--- src/rtl/jz_board_io_ctrl_pkg.sv ---
// Shared definitions for the board I/O / reset sequencer.
//   - io_state encodings (IoHold / IoSettle / IoRun)
//   - core reset levels (RstEnable / RstDisable, core reset is active-high)
//   - default switch / LED widths of the board hookup
//   - cnt_w(): width of a counter that must hold 0..n without wrapping
package jz_board_io_ctrl_pkg;

  localparam int SwitchWide = 12;
  localparam int LedWide    = 16;

  localparam logic [1:0] IoHold   = 2'd0;
  localparam logic [1:0] IoSettle = 2'd1;
  localparam logic [1:0] IoRun    = 2'd2;

  localparam logic RstEnable  = 1'b1;
  localparam logic RstDisable = 1'b0;

  function automatic int cnt_w(input int n);
    return (n < 1) ? 1 : $clog2(n + 1);
  endfunction

endpackage

--- src/rtl/jz_debounce_ch.sv ---
// One switch debounce channel.
//   clk, rst : system clock, async active-low reset
//   pin      : raw asynchronous switch pin
//   q        : debounced (stable) level
//   busy     : a change is being qualified (counter != 0)
//   upd      : q takes the sampled value on the coming edge
// The pin passes a 2-flop synchroniser; the synchronised sample must differ
// from q for DEBOUNCE_CYCLES consecutive samples before q follows it.
module jz_debounce_ch
  import jz_board_io_ctrl_pkg::*;
#(
  parameter int DEBOUNCE_CYCLES = 1000
) (
  input  logic clk,
  input  logic rst,
  input  logic pin,
  output logic q,
  output logic busy,
  output logic upd
);

  localparam int             CW     = cnt_w(DEBOUNCE_CYCLES);
  localparam logic [CW-1:0]  C_LAST = CW'(DEBOUNCE_CYCLES - 1);

  logic          sync1;
  logic          s;
  logic [CW-1:0] c;

  // c counts differing samples already seen, so c == C_LAST means this
  // sample is the DEBOUNCE_CYCLES-th one; the counter never exceeds C_LAST.
  assign upd  = (s != q) && (c == C_LAST);
  assign busy = (c != '0);

  always_ff @(posedge clk or negedge rst) begin
    if (!rst) begin
      sync1 <= 1'b0;
      s     <= 1'b0;
      q     <= 1'b0;
      c     <= '0;
    end else begin
      sync1 <= pin;
      s     <= sync1;
      if (s == q) begin
        c <= '0;
      end else if (upd) begin
        q <= s;
        c <= '0;
      end else begin
        c <= c + CW'(1);
      end
    end
  end

endmodule

--- src/rtl/jz_board_io_ctrl.sv ---
// Board-level I/O and reset sequencer in front of the SOPC core.
//   clk        : system clock
//   rst        : async reset, active-low
//   switch_in  : raw switch pins            switch_on : debounced switches
//   led_in     : LED value from core        led_we    : load led_in
//   core_rst   : core reset, active-high    sw_changed: 1-cycle pulse on switch_on change (RUN)
//   led_out    : registered LED pins        io_state  : HOLD=0 / SETTLE=1 / RUN=2
// Core reset is held for RST_HOLD_CYCLES after rst release (HOLD), then until
// every switch channel is idle (SETTLE); RUN is terminal until rst.
// Build option: define LED_BLINK_EN to drive led_out[LED_WIDTH-1] from a
// heartbeat toggling every BLINK_DIV cycles in RUN.
module jz_board_io_ctrl
  import jz_board_io_ctrl_pkg::*;
#(
  parameter int SW_WIDTH        = SwitchWide,
  parameter int LED_WIDTH       = LedWide,
  parameter int DEBOUNCE_CYCLES = 1000,
  parameter int RST_HOLD_CYCLES = 16,
  parameter int BLINK_DIV       = 2**24
) (
  input  logic                 clk,
  input  logic                 rst,
  input  logic [SW_WIDTH-1:0]  switch_in,
  input  logic [LED_WIDTH-1:0] led_in,
  input  logic                 led_we,
  output logic                 core_rst,
  output logic [SW_WIDTH-1:0]  switch_on,
  output logic                 sw_changed,
  output logic [LED_WIDTH-1:0] led_out,
  output logic [1:0]           io_state
);

  if (DEBOUNCE_CYCLES < 1) begin : g_bad_deb
    $error("DEBOUNCE_CYCLES must be >= 1");
  end
  if (RST_HOLD_CYCLES < 1) begin : g_bad_hold
    $error("RST_HOLD_CYCLES must be >= 1");
  end
  if (BLINK_DIV < 1) begin : g_bad_blink
    $error("BLINK_DIV must be >= 1");
  end

  logic [SW_WIDTH-1:0] busy_vec;
  logic [SW_WIDTH-1:0] upd_vec;

  for (genvar i = 0; i < SW_WIDTH; i++) begin : g_ch
    jz_debounce_ch #(
      .DEBOUNCE_CYCLES(DEBOUNCE_CYCLES)
    ) u_ch (
      .clk (clk),
      .rst (rst),
      .pin (switch_in[i]),
      .q   (switch_on[i]),
      .busy(busy_vec[i]),
      .upd (upd_vec[i])
    );
  end

  // ---------------- sequencer ----------------
  localparam int            HW     = cnt_w(RST_HOLD_CYCLES);
  localparam logic [HW-1:0] H_LAST = HW'(RST_HOLD_CYCLES - 1);

  logic [HW-1:0] hold_cnt;
  logic [1:0]    state_nxt;

  always_comb begin
    state_nxt = io_state;
    case (io_state)
      IoHold:   if (hold_cnt == H_LAST) state_nxt = IoSettle;
      IoSettle: if (busy_vec == '0)     state_nxt = IoRun;
      IoRun:    state_nxt = IoRun;
      default:  state_nxt = IoHold;
    endcase
  end

  // core_rst is registered from the next state so it drops on the same edge
  // io_state enters RUN, with no combinational decode on the pin.
  always_ff @(posedge clk or negedge rst) begin
    if (!rst) begin
      io_state   <= IoHold;
      hold_cnt   <= '0;
      core_rst   <= RstEnable;
      sw_changed <= 1'b0;
    end else begin
      io_state   <= state_nxt;
      hold_cnt   <= (io_state == IoHold && hold_cnt != H_LAST) ? hold_cnt + HW'(1) : '0;
      core_rst   <= (state_nxt == IoRun) ? RstDisable : RstEnable;
      // Pulse lands in the cycle switch_on shows the new value.
      sw_changed <= (io_state == IoRun) && (upd_vec != '0);
    end
  end

  // ---------------- LEDs ----------------
  // Uses the current state, so led_we on the SETTLE->RUN edge is dropped.
  logic [LED_WIDTH-1:0] led_reg;

  always_ff @(posedge clk or negedge rst) begin
    if (!rst) begin
      led_reg <= '0;
    end else if (io_state != IoRun) begin
      led_reg <= '0;
    end else if (led_we) begin
      led_reg <= led_in;
    end
  end

`ifdef LED_BLINK_EN
  localparam int            BW     = cnt_w(BLINK_DIV);
  localparam logic [BW-1:0] B_LAST = BW'(BLINK_DIV - 1);

  logic [BW-1:0] blink_cnt;
  logic          hb;

  always_ff @(posedge clk or negedge rst) begin
    if (!rst) begin
      blink_cnt <= '0;
      hb        <= 1'b0;
    end else if (io_state != IoRun) begin
      blink_cnt <= '0;
      hb        <= 1'b0;
    end else if (blink_cnt == B_LAST) begin
      blink_cnt <= '0;
      hb        <= ~hb;
    end else begin
      blink_cnt <= blink_cnt + BW'(1);
    end
  end

  assign led_out = {hb, led_reg[LED_WIDTH-2:0]};
`else
  assign led_out = led_reg;
`endif

endmodule

--- config.mk ---
export PLATFORM = sky130hd
export DESIGN_NAME = jz_board_io_ctrl
export DESIGN_NICKNAME = d
export VERILOG_FILES = /design/src/rtl/jz_board_io_ctrl_pkg.sv /design/src/rtl/jz_debounce_ch.sv /design/src/rtl/jz_board_io_ctrl.sv
export SDC_FILE = /design/constraint.sdc
export NUM_CORES = 1
export LEC_CHECK = 0
export ABC_AREA = 1
export CAP_MARGIN = 25
export CORE_ASPECT_RATIO = 1.5
export CORE_MARGIN = 10
export CORE_UTILIZATION = 60
export DETAILED_ROUTE_END_ITERATION = 16
export PLACE_DENSITY = 0.81
export SLEW_MARGIN = 0
export SYNTH_ARGS = -nofsm -noshare
export SYNTH_HDL_FRONTEND = slang
export SYNTH_SLANG_ARGS = --single-unit
export TNS_END_PERCENT = 20
--- constraint.sdc ---
create_clock -name clk -period 3.18 [get_ports clk]
set_input_delay 0.318 -clock clk [delete_from_list [all_inputs] [get_ports clk]]
set_output_delay 0.318 -clock clk [all_outputs]
set_load 0.1 [all_outputs]
* Yosys cells after proc, flatten, opt, wreduce, memory -nomap -nowiden
Index checks and enable logic that the tools add are counted.
** Word-level totals
- Bits in registers :: 181
- Bits of input ports :: 31
- Logic and storage cells :: 193
** Cells by class
- $add $sub $neg :: 13
- Equal/unequal tests :: 42
- Mux-type cells :: 31
- Bitwise logic cells :: 12
- Reductions and logical operators :: 42
** Operators by type and width (number)
- 10-bit 2-to-1 mux :: 24
- 10-bit by 1-bit adder with 10-bit output (second input constant) :: 12
- 10-bit equality test (second input constant) :: 12
- 10-bit nonzero test :: 12
- 16-bit 2-to-1 mux :: 2
- 2-bit AND reduction :: 12
- 1-bit logical AND :: 14
- 1-bit equality test :: 12
- 12-bit logical NOT :: 1
- 1-bit inequality test :: 12
- 1-bit inverter :: 12
- 12-bit nonzero test :: 1
- 2-bit one-hot mux with 3 select lines :: 1
- 5-bit by 1-bit adder with 5-bit output (second input constant) :: 1
- 5-bit by 4-bit equality test with 1-bit output (second input constant) :: 1
- 5-bit 2-to-1 mux :: 1
- 5-bit by 4-bit inequality test with 1-bit output (second input constant) :: 1
- 2-bit equality test (second input constant) :: 2
- 2-bit 2-to-1 mux :: 2
- 2-bit by 1-bit equality test with 1-bit output (second input constant) :: 1
- 2-bit logical NOT :: 1
- 2-bit inequality test (second input constant) :: 1
- 2-bit nonzero test :: 1
- 1-bit 2-to-1 mux :: 1

* Depth between registers and ports, before layout
Gate-level depths: netlist of run 1.
- Depth after elaboration :: 6
- Gate-level depth with buffers :: 12
- Depth with buffers taken out :: 12

* By module
From an unflattened synthesis of run 1, not the netlist that was laid out.
** Unflattened totals
- Cells, all modules :: 1279
- Area, all modules :: 10259.8 µm²
** By module, submodules not included
- jz_debounce_ch :: times used 12, cells each 96, area an instance 754.5 µm²
- jz_board_io_ctrl :: times used 1, cells each 127, area an instance 1206.2 µm²

* Worst setup path before layout of run 1
No wires, ideal clock.
- Path kind :: register -> register
- From :: register io_state[1]
- To :: register led_reg[10] (netlist: led_out[10])
- Library setup time :: 0.078 ns
- Arrival time :: 1.714 ns
- Data required time :: 3.102 ns
- Path slack :: 1.388 ns
- Stages on the path, launching flop included :: 6
- Buffers on the path :: 1
- Cell sequence :: dfrtp_1 nand2_1 inv_1 clkbuf_1 o21ai_0 a21oi_1
** Between the ends
- Cells in the longest elaborated chain, start to end :: 2
- Elaborated cells on any way between the ends :: 3
- Classes of those cells :: eq/ne (1); mux (1); reduce/logical (1)
** Ends and longest elaborated chain
- from (decl) :: line jz_board_io_ctrl.sv:30 : output logic [1:0] io_state
- from (signal assigned) :: line jz_board_io_ctrl.sv:80 : io_state <= IoHold;
- from (signal assigned) :: line jz_board_io_ctrl.sv:85 : io_state <= state_nxt;
- 2-bit inequality test (*) :: line jz_board_io_ctrl.sv:100 : end else if (io_state != IoRun) begin
- 16-bit 2-to-1 mux / 2-bit nonzero test (equally long branches)
- to (signal assigned) :: line jz_board_io_ctrl.sv:103 : led_reg <= led_in;
- to (decl) :: line jz_board_io_ctrl.sv:95 : logic [LED_WIDTH-1:0] led_reg;
Mark *: on every way between the ends. The rest lies on a longest branch, timed or not.
A chain may end at the register's enable or synchronous reset.

* Worst setup path in the final report of run 1
- From :: register g_ch[2].u_ch.q
- To :: output port switch_on[2]
** RTL lines
- from (decl) :: line jz_debounce_ch.sv:17 : output logic q,
- from (signal assigned) :: line jz_debounce_ch.sv:46 : q <= s;
- to (decl) :: line jz_board_io_ctrl.sv:27 : output logic [SW_WIDTH-1:0] switch_on,
No word-level cell between the ends.

==> results.cfg, run 1 <==
[worst_hold_path]
hp-class = in -> reg
hp-start = switch_in[2]

[power_and_ir_drop]
peakVddDrop_v = 0.000348
pwr-share-comb_pct = 6.0
clkPwrFrac_pct = 46.0
p_per_area_nw_per_um2 = 487
cell_internal_pwr_mw = 3.87
power.total_mw = 5.00
switching_power_mw = 1.13
switching_share_pct = 22.6
leakagePower_nw = 5.12
seq_power_share_pct = 48.0

[place]
dpl-instance-area_um2 = 9610
dp_hpwl_mm = 13.0
port_buffers = 62
gp_congestion = 0.857

[cts]
clock_path_buffers = 2
clk_pin_slew_worst_paths_ns = 0.07
tritoncts = done
cts-root-buf = clkbuf_16
clock_sinks = 181
cts_resized = 0
cts_buffers = 17
clkLatencyLatePin_ns = 0.43
htree_levels = 4

[detailed_routing]
via_count = 6940
via_per_inst = 5.11
drt_wl_total_mm = 17.7
avgRoutedWirePerCell_um = 13.0
first_pass_iters = 5
drc_errors = 0
postRouteAntennaNets = 0
dr.first_iter.drc_count = 431

[sta]
drv_slew = 0
period_minus_slack_ns = 2.32
worst_pin_slew_ns = 1.01
fin_crit_sh_pct = 72.9
fmax_mhz = 431
relSlewSlack_pct = 32.7
setup_tns_ns = 0
fin_skew_ns = 0.0109
hold_viol_final = 0
hold_ws_ns = 0.319
rsz0062_at_grt = false
setup-violations-final = 0

[floorplanning]
core-area_um2 = 14500
fp-row-count = 54
num_io_pins = 63
start_util_pct = 61.0
fp.dieH_um = 168
fp.dieW_um = 119
dieArea_um2 = 20000

[critical_path]
endpoint_kind = primary output
crit_buf_inv = 1
rr_startpoint = g_ch[10].u_ch.c[0]
critPathLaunchType = register
path_cells = clkdlybuf4s50_1
cp.required_ns = 2.86
cp_slowest_stage_delay_ns = 1.17
crit_fanout = 3
startpoint = g_ch[2].u_ch.q
critPathTopFamily = buffers and inverters
worst-endpoint-arrival_ns = 2.00
path_class = reg -> out
cp_slowest_cell = clkdlybuf4s50_1

[global_route]
grt_max_degree = 84
grt_pass1_wl_mm = 31.3
antenna_found_initial = 0
groute.usage.overall_pct = 18.6
grt_pass1_vias = 7083
overflow = 0

[finish]
stdcell_area_um2 = 10300
syn_to_final_growth_pct = 16.5
nets = 1205
antennaDiodeCount = 0
utilization_pct = 71.0
drive_gt1_share_pct = 5.77

[synth]
synth_area_um2 = 8820
synth_area_per_cell_um2 = 8.16
synth_cell_types = 32
ys_ff_latch = 181
syn_nets = 1137
ys_seq_area_share_pct = 51.4
synth_cells = 1080
yosysWarnings = 0

[status]
status = complete, no violations

[job]
drv_cap = 0
==> area by class of cell <==
cell class,instances,area [µm²]
sequential,181,4530
multi-input combinational,698,3490
tap,196,245
fill,1133,4190
inverter,185,694
clock inverter,14,223
timing repair buffer,65,664
clock buffer,18,429
==> final timing paths <==
path / endpoint / slack, ns / cells past startpoint
worst min-delay path: g_ch[2].u_ch.sync1 / 0.32 / 1
min in group asynchronous: g_ch[11].u_ch.c[0] / 0.52 / 2
worst min register to register: g_ch[6].u_ch.s / 0.35 / 0
max in group asynchronous: core_rst / 1.87 / 3
worst max register to register: io_state[0] / 1.42 / 11
worst max-delay path: switch_on[2] / 0.86 / 1
==> Yosys cell counts (all sizes together) <==
| master | instances | area, µm² |
|---|---|---|
| nand3 | 49 | 250 |
| nand4 | 7 | 43.8 |
| mux2 | 2 | 22.5 |
| nand2 | 229 | 862 |
| ha | 26 | 325 |
| dfrtp | 180 | 4500 |
| o31ai | 3 | 22.5 |
| a31oi | 4 | 25.0 |
| dfstp | 1 | 26.3 |
| xnor2 | 6 | 82.6 |
| clkbuf | 4 | 15.0 |
| xor2 | 25 | 219 |
| inv | 185 | 694 |
| buf | 12 | 90.1 |
| or2 | 2 | 12.5 |
| nor3b | 12 | 90.1 |
| nor2 | 175 | 669 |
| a21oi | 51 | 255 |
| nor3 | 50 | 290 |
| a31o | 3 | 26.3 |
| o21ai | 45 | 225 |
| nand3b | 1 | 7.51 |
| and3 | 1 | 6.26 |
| nor4 | 7 | 50.1 |
==> sequential cells by signal (all words and copies together) (netlist names) <==
name,flops
io_state,2
led_out,16
g_ch.u_ch.q,12
core_rst,1
g_ch.u_ch.c,120
g_ch.u_ch.sync1,12
hold_cnt,5
g_ch.u_ch.s,12
sw_changed,1
==> per-stage QoR <==
| stage | std cells | setup WS (ns) |
|---|---|---|
| 6_report | 1357 | 0.861 |
| 5_1_grt | 1357 | 0.791 |
| 4_1_cts | 1357 | 0.839 |
| 3_5_place_dp | 1324 | 1.29 |
| 3_3_place_gp | 1324 | 1.31 |
| 2_1_floorplan | 1080 | 1.39 |
==> cell usage in the layout (no fill, tap or decap), types with 4 or more instances in the layout <==
cell,netlist,routed
ha_1,26,26
xor2_1,25,25
nor3_1,42,42
a31oi_1,4,4
clkbuf_16,0,17
nand2_1,228,228
nor4_1,6,6
bufinv_16,0,5
nor2_1,172,172
nand3_1,48,48
o21ai_0,45,45
clkdlybuf4s50_1,0,58
a21oi_1,51,51
dfrtp_1,180,180
nand4_1,7,7
inv_1,181,181
inv_2,4,4
nor3b_1,12,12
nor3_2,8,8
xnor2_2,4,4
==> power by group through the flow <==
stage / sequential [mW] / combinational (mW) / clock [mW]
after detailed placement: 2.44 / 0.302 / 0
after floorplan: 2.44 / 0.158 / 0
after global placement: 2.44 / 0.295 / 0
after CTS: 2.40 / 0.308 / 2.33
after global routing: 2.41 / 0.347 / 2.44
final: 2.40 / 0.301 / 2.30
==> logic make-up (layout without fill, tap and decap cells) <==
logic type,Yosys count,count (layout),share of synthesized area (%)
fa+ha+maj,26,26,3.69
flops,181,181,51.4
buf+inv,201,282,9.07
simple gates,533,533,25.9
mux,2,2,0.255
xor+xnor,31,31,3.42
compound gates,106,106,6.29
==> what timing repair did <==
action / 4_1_cts / 5_1_grt
hold endpoints to repair: 81 / 0
buffers inserted: 0 / 0
hold buffers: 1 / 0
==> per-layer routing <==
metal / up-vias / GRT usage, % / share of wire (%)
met1: 3276 / 20.1 / 40
met4: 0 / 7.25 / 2.2
li1: 3507 / - / -
met5: - / 0 / 0
met2: 128 / 33.4 / 52
met3: 29 / 5.66 / 5.5
No activity file was read; power rests on OpenSTA's default activity.
==> run 2, diff against run 1 <==
CORE_UTILIZATION = 59   (was 60)
PLACE_DENSITY = 0.8   (was 0.81)
clock period = 2.4 ns   (was 3.18 ns; I/O delays follow)
==> results.cfg, run 2 (same netlist as run 1, synthesis figures left out) <==
[status]
status = complete, no violations

[finish]
layout_common_cells = 228 x nand2_1, 181 x inv_1, 180 x dfrtp_1
n_fill_cell = 1204
drive_gt1_share_pct = 8.51
largest_register = g_ch.u_ch.c
largest_register_ffs = 120
nets = 1208
antennaDiodeCount = 0
stdcell_area_um2 = 10100
final_common_cell = nand2_1
syn_to_final_growth_pct = 15.0

[cts]
clk_pin_slew_worst_paths_ns = 0.07
clock_sinks = 181
cts-root-buf = clkbuf_16
cts_resized = 0
cts_buffers = 17
clock_path_buffers = 2
clkLatencyLatePin_ns = 0.43
htree_levels = 4
tritoncts = done

[critical_path]
reg2reg_to = sw_changed
r2r_cells = 11
worst-endpoint-arrival_ns = 2.12
path_cells = ha_1 -> nand2_1 -> inv_1 -> nand2_1 -> nor2_1 -> nand2_1 -> nand2_1 -> nor2_1 -> nand3_1 -> nand2_1 -> inv_1
path_class = reg -> reg
cp_slowest_cell = dfrtp_1
cp.required_ns = 2.73
endpoint_kind = register
critPathLaunchType = register
cp_slowest_stage_delay_ns = 0.46
cpMostUsedCell = nand2_1
rr_startpoint = g_ch[8].u_ch.c[0]
crit_fanout = 7
reg2reg_slack_ns = 0.60

[power_and_ir_drop]
p_per_area_nw_per_um2 = 621
seq_power_share_pct = 50.5
switching_power_mw = 1.49
switching_share_pct = 23.6
cell_internal_pwr_mw = 4.81
peakVddDrop_v = 0.000492
clkPwrFrac_pct = 43.2
pwr-share-comb_pct = 6.4
power.total_mw = 6.30
leakagePower_nw = 5.16

[place]
port_buffers = 62
gp_congestion = 0.910
place_ws_ns = 0.644
dp_hpwl_mm = 13.7
dpl-instance-area_um2 = 9550

[floorplanning]
fp.dieH_um = 170
fp-row-count = 54
num_io_pins = 63
fp.dieW_um = 120
dieArea_um2 = 20300
start_util_pct = 60.4
core-area_um2 = 14600

[sta]
fin_ws_ns = 0.604
worst_pin_slew_ns = 0.619
drv_slew = 0
period_minus_slack_ns = 1.80
setup-violations-final = 0
fin_crit_sh_pct = 74.8
relSlewSlack_pct = 58.7
hold_viol_final = 0
fin_skew_ns = 0.00583
hold_ws_ns = 0.215
setup_tns_ns = 0
rsz0062_at_grt = false
fmax_mhz = 557

[detailed_routing]
postRouteAntennaNets = 0
via_per_inst = 5.12
via_count = 6957
drt_wl_total_mm = 18.5
dr.first_iter.drc_count = 424
first_pass_iters = 8
avgRoutedWirePerCell_um = 13.6
drc_errors = 0

[global_route]
overflow = 0
grt_max_degree = 82
grt_pass1_vias = 7050
groute.usage.overall_pct = 19.1
antenna_found_initial = 0
grt_pass1_wl_mm = 32.0

[worst_hold_path]
hp-class = in -> async

[job]
drv_cap = 0
-- run 2: cell count changes in the layout (fill, tap and decap cells not counted), sizes merged --
cell           previous run  this run
clkdlybuf4s50            58        29
inv                     188       185
clkbuf                   18        22
buf                       6        38
bufinv                    5         1
clkinv                    4         7
-- run 2: layout make-up --
| cell class | count | area [µm²] | area share, % |
|---|---|---|---|
| well taps | 196 | 245 | 2.42 |
| inverters | 185 | 694 | 6.85 |
| flip-flops and latches | 181 | 4530 | 44.7 |
| clock inverters | 10 | 98.8 | 0.975 |
| clock buffers | 22 | 484 | 4.77 |
| repair buffers | 68 | 602 | 5.93 |
| multi-input cells | 698 | 3490 | 34.4 |
-- run 2: layer usage --
metal,vias up,GRT usage [%],wire (µm)
met5,-,0,0
met4,0,7.68,475
met3,46,5.46,916
met2,146,34.8,9750
met1,3260,20.2,7390
li1,3505,-,-
-- run 2: worst max-delay path, delay by kind of cell, from the launching register on --
family,cells,cell delay [ns]
adder cells (fa/ha/maj),1,0.24
buffers and inverters,2,0.13
flip-flops,1,0.46
AND/OR/NAND/NOR,8,0.86
-- run 2: power groups by stage --
stage	Sequential [mW]	Clock (mW)	Combinational (mW)
5_1_grt	3.19	2.88	0.463
4_1_cts	3.18	2.77	0.409
2_1_floorplan	3.23	0	0.209
3_5_place_dp	3.24	0	0.403
6_report	3.18	2.72	0.401
3_3_place_gp	3.23	0	0.392
-- run 2: what timing repair did --
action	in CTS	in global routing
setup buffers	0	0
hold endpoints to repair	32	0
hold buffers	1	0
-- run 2: worst max path at each step --
stage / start / end / slack, ns / cells after the start
6_report: g_ch[8].u_ch.c[0] / sw_changed / 0.60 / 11
5_1_grt: g_ch[8].u_ch.c[0] / sw_changed / 0.47 / 11
4_1_cts: g_ch[8].u_ch.c[0] / sw_changed / 0.63 / 11
3_5_place_dp: g_ch[8].u_ch.c[0] / sw_changed / 0.64 / 11
3_3_place_gp: g_ch[8].u_ch.c[0] / sw_changed / 0.67 / 11
2_1_floorplan: io_state[1] / led_out[10] / 0.61 / 5
-- run 2: metrics by stage --
stage / utilization (%) / cells
global route: 69.5 / 1360
CTS: 69.5 / 1360
floorplan: - / 1080
detailed placement: 65.4 / 1327
finish: 69.5 / 1360
global placement: 65.4 / 1327
==> run 3, diff against run 2 <==
CORE_UTILIZATION = 53   (was 59)
PLACE_DENSITY = 0.76   (was 0.8)
clock period = 1.6 ns   (was 2.4 ns; I/O delays follow)
==> results.cfg, run 3 (same netlist as run 1, synthesis figures left out) <==
[status]
status = complete, no violations

[sta]
fmax_mhz = 642
rsz0062_at_grt = true
hold_viol_final = 0
fin_skew_ns = 0.00957
hold_ws_ns = 0.148
drv_slew = 0
period_minus_slack_ns = 1.56
worst_pin_slew_ns = 0.494
relSlewSlack_pct = 66.8
fin_crit_sh_pct = 97.3
setup-violations-final = 0

[cts]
clkLatencyLatePin_ns = 0.44
cts-root-buf = clkbuf_16
tritoncts = done
htree_levels = 4
clock_sinks = 181
clock_path_buffers = 2
cts_buffers = 17
clk_pin_slew_worst_paths_ns = 0.07

[place]
gp_congestion = 0.855
dpl-instance-area_um2 = 10200
dp.cells = 1360
dp_hpwl_mm = 14.1
port_buffers = 62

[critical_path]
path_cells = ha_1 -> nand2_1 -> nor3_2 -> nand2_1 -> nand2_1 -> nor2_2 -> nand3_1 -> nand2_1 -> inv_1
cp_slowest_cell = dfrtp_1
endpoint_kind = register
cp_num_cells = 9
path_class = reg -> reg
startpoint = g_ch[1].u_ch.c[0]
crit_buf_inv = 1
cpMostUsedCell = nand2_1
reg2reg_slack_ns = 0.04
worst-endpoint-arrival_ns = 1.90
reg2reg_to = sw_changed
critPathTopFamily = simple AND/OR/NAND/NOR gates
r2r_cells = 9
cp_slowest_stage_delay_ns = 0.40
rr_startpoint = g_ch[1].u_ch.c[0]
critPathLaunchType = register
crit_end = sw_changed
cp.required_ns = 1.94
crit_fanout = 4

[finish]
syn_to_final_growth_pct = 23.3
stdcell_area_um2 = 10900
layout_common_cells = 221 x nand2_1, 178 x dfrtp_1, 175 x inv_1
largest_register = g_ch.u_ch.c
instances_no_fill = 1396
antennaDiodeCount = 0
multi_input_area_um2 = 3560
drive_gt1_share_pct = 13.3
seq_area_um2 = 4530
n_fill_cell = 1261
largest_register_ffs = 120
final_common_cell = nand2_1
nets = 1234

[detailed_routing]
via_per_inst = 5.10
drc_errors = 0
dr.first_iter.drc_count = 493
avgRoutedWirePerCell_um = 13.7
postRouteAntennaNets = 0
via_count = 7122
first_pass_iters = 5
drt_wl_total_mm = 19.2

[floorplanning]
dieArea_um2 = 22300
fp.dieW_um = 125
start_util_pct = 54.2
core-area_um2 = 16300
fp-row-count = 57
num_io_pins = 63
fp.dieH_um = 178

[power_and_ir_drop]
peakVddDrop_v = 0.000625
p_per_area_nw_per_um2 = 882
leakagePower_nw = 5.40

[global_route]
antenna_found_initial = 0
grt_max_degree = 45
grt_pass1_vias = 7286
groute.usage.overall_pct = 17.6
grt_pass1_wl_mm = 32.6
overflow = 0

[job]
drv_cap = 0

[worst_hold_path]
hp-class = in -> reg
run 3: changes by cell type in the layout (fill, tap and decap cells not counted), moves of 7 or more:
cell / change
buf_12: +36
buf_4: -10
inv_6: +8
nand2_1: -7
nand2_2: +7
nor2_1: -7
nor2_2: +7
run 3: routing by layer:
layer  GRT usage, %  share of wire [%]  up-vias
met5              0                  0        -
met2           31.5                 52      164
li1               -                  -     3548
met1           18.6                 40     3373
met4           6.83                2.5        0
met3           6.03                6.0       37
run 3: repair_timing:
action,CTS,global route
buffers inserted,0,3
hold buffers,1,0
setup endpoints to repair,2,34
gates resized for setup,1,31
pin swaps,0,8
endpoints found under the hold margin,39,0
run 3: layout make-up:
class | count | area share (%)
timing repair buffer | 94 | 11.5
inverter | 185 | 6.39
tap | 206 | 2.37
clock inverter | 14 | 1.27
clock buffer | 18 | 4.04
multi-input combinational | 698 | 32.7
sequential | 181 | 41.7
run 3: worst min path at each step:
| stage | endpoint | slack [ns] | startpoint | cells past startpoint |
|---|---|---|---|---|
| after global placement | g_ch[0].u_ch.c[6] | 0.14 | rst | 1 |
| after floorplan | g_ch[0].u_ch.c[0] | -0.14 | rst | 0 |
| after CTS | g_ch[4].u_ch.sync1 | 0.14 | switch_in[4] | 1 |
| after global routing | g_ch[7].u_ch.sync1 | 0.14 | switch_in[7] | 1 |
| final | g_ch[0].u_ch.sync1 | 0.15 | switch_in[0] | 1 |
| after detailed placement | g_ch[0].u_ch.c[6] | 0.14 | rst | 1 |
run 3: worst register-to-register path, cell delays in order (launching register included):
cell     delay (ns)
dfrtp_1        0.40
ha_1           0.22
nand2_1        0.14
nor3_2         0.06
nand2_1        0.15
nand2_1        0.12
nor2_2         0.17
nand3_1        0.08
nand2_1        0.06
inv_1          0.03
run 3: stage by stage:
stage | utilization (%) | setup WS [ns] | TNS [ns] | total power [mW]
finish | 66.8 | 0.0435 | 0 | 9.58
global route | 66.8 | -0.0858 | -0.471 | 9.96
global placement | 62.7 | 0.0502 | 0 | 5.49
CTS | 66.3 | 0.00932 | 0 | 9.65
floorplan | - | 0.104 | 0 | 5.16
detailed placement | 62.7 | 0.0117 | 0 | 5.51
run 3: report_power, final:
group	internal, mW	switching [mW]
clock network	2.23	1.91
logic	0.271	0.402
registers	4.68	0.0850
total	7.18	2.40
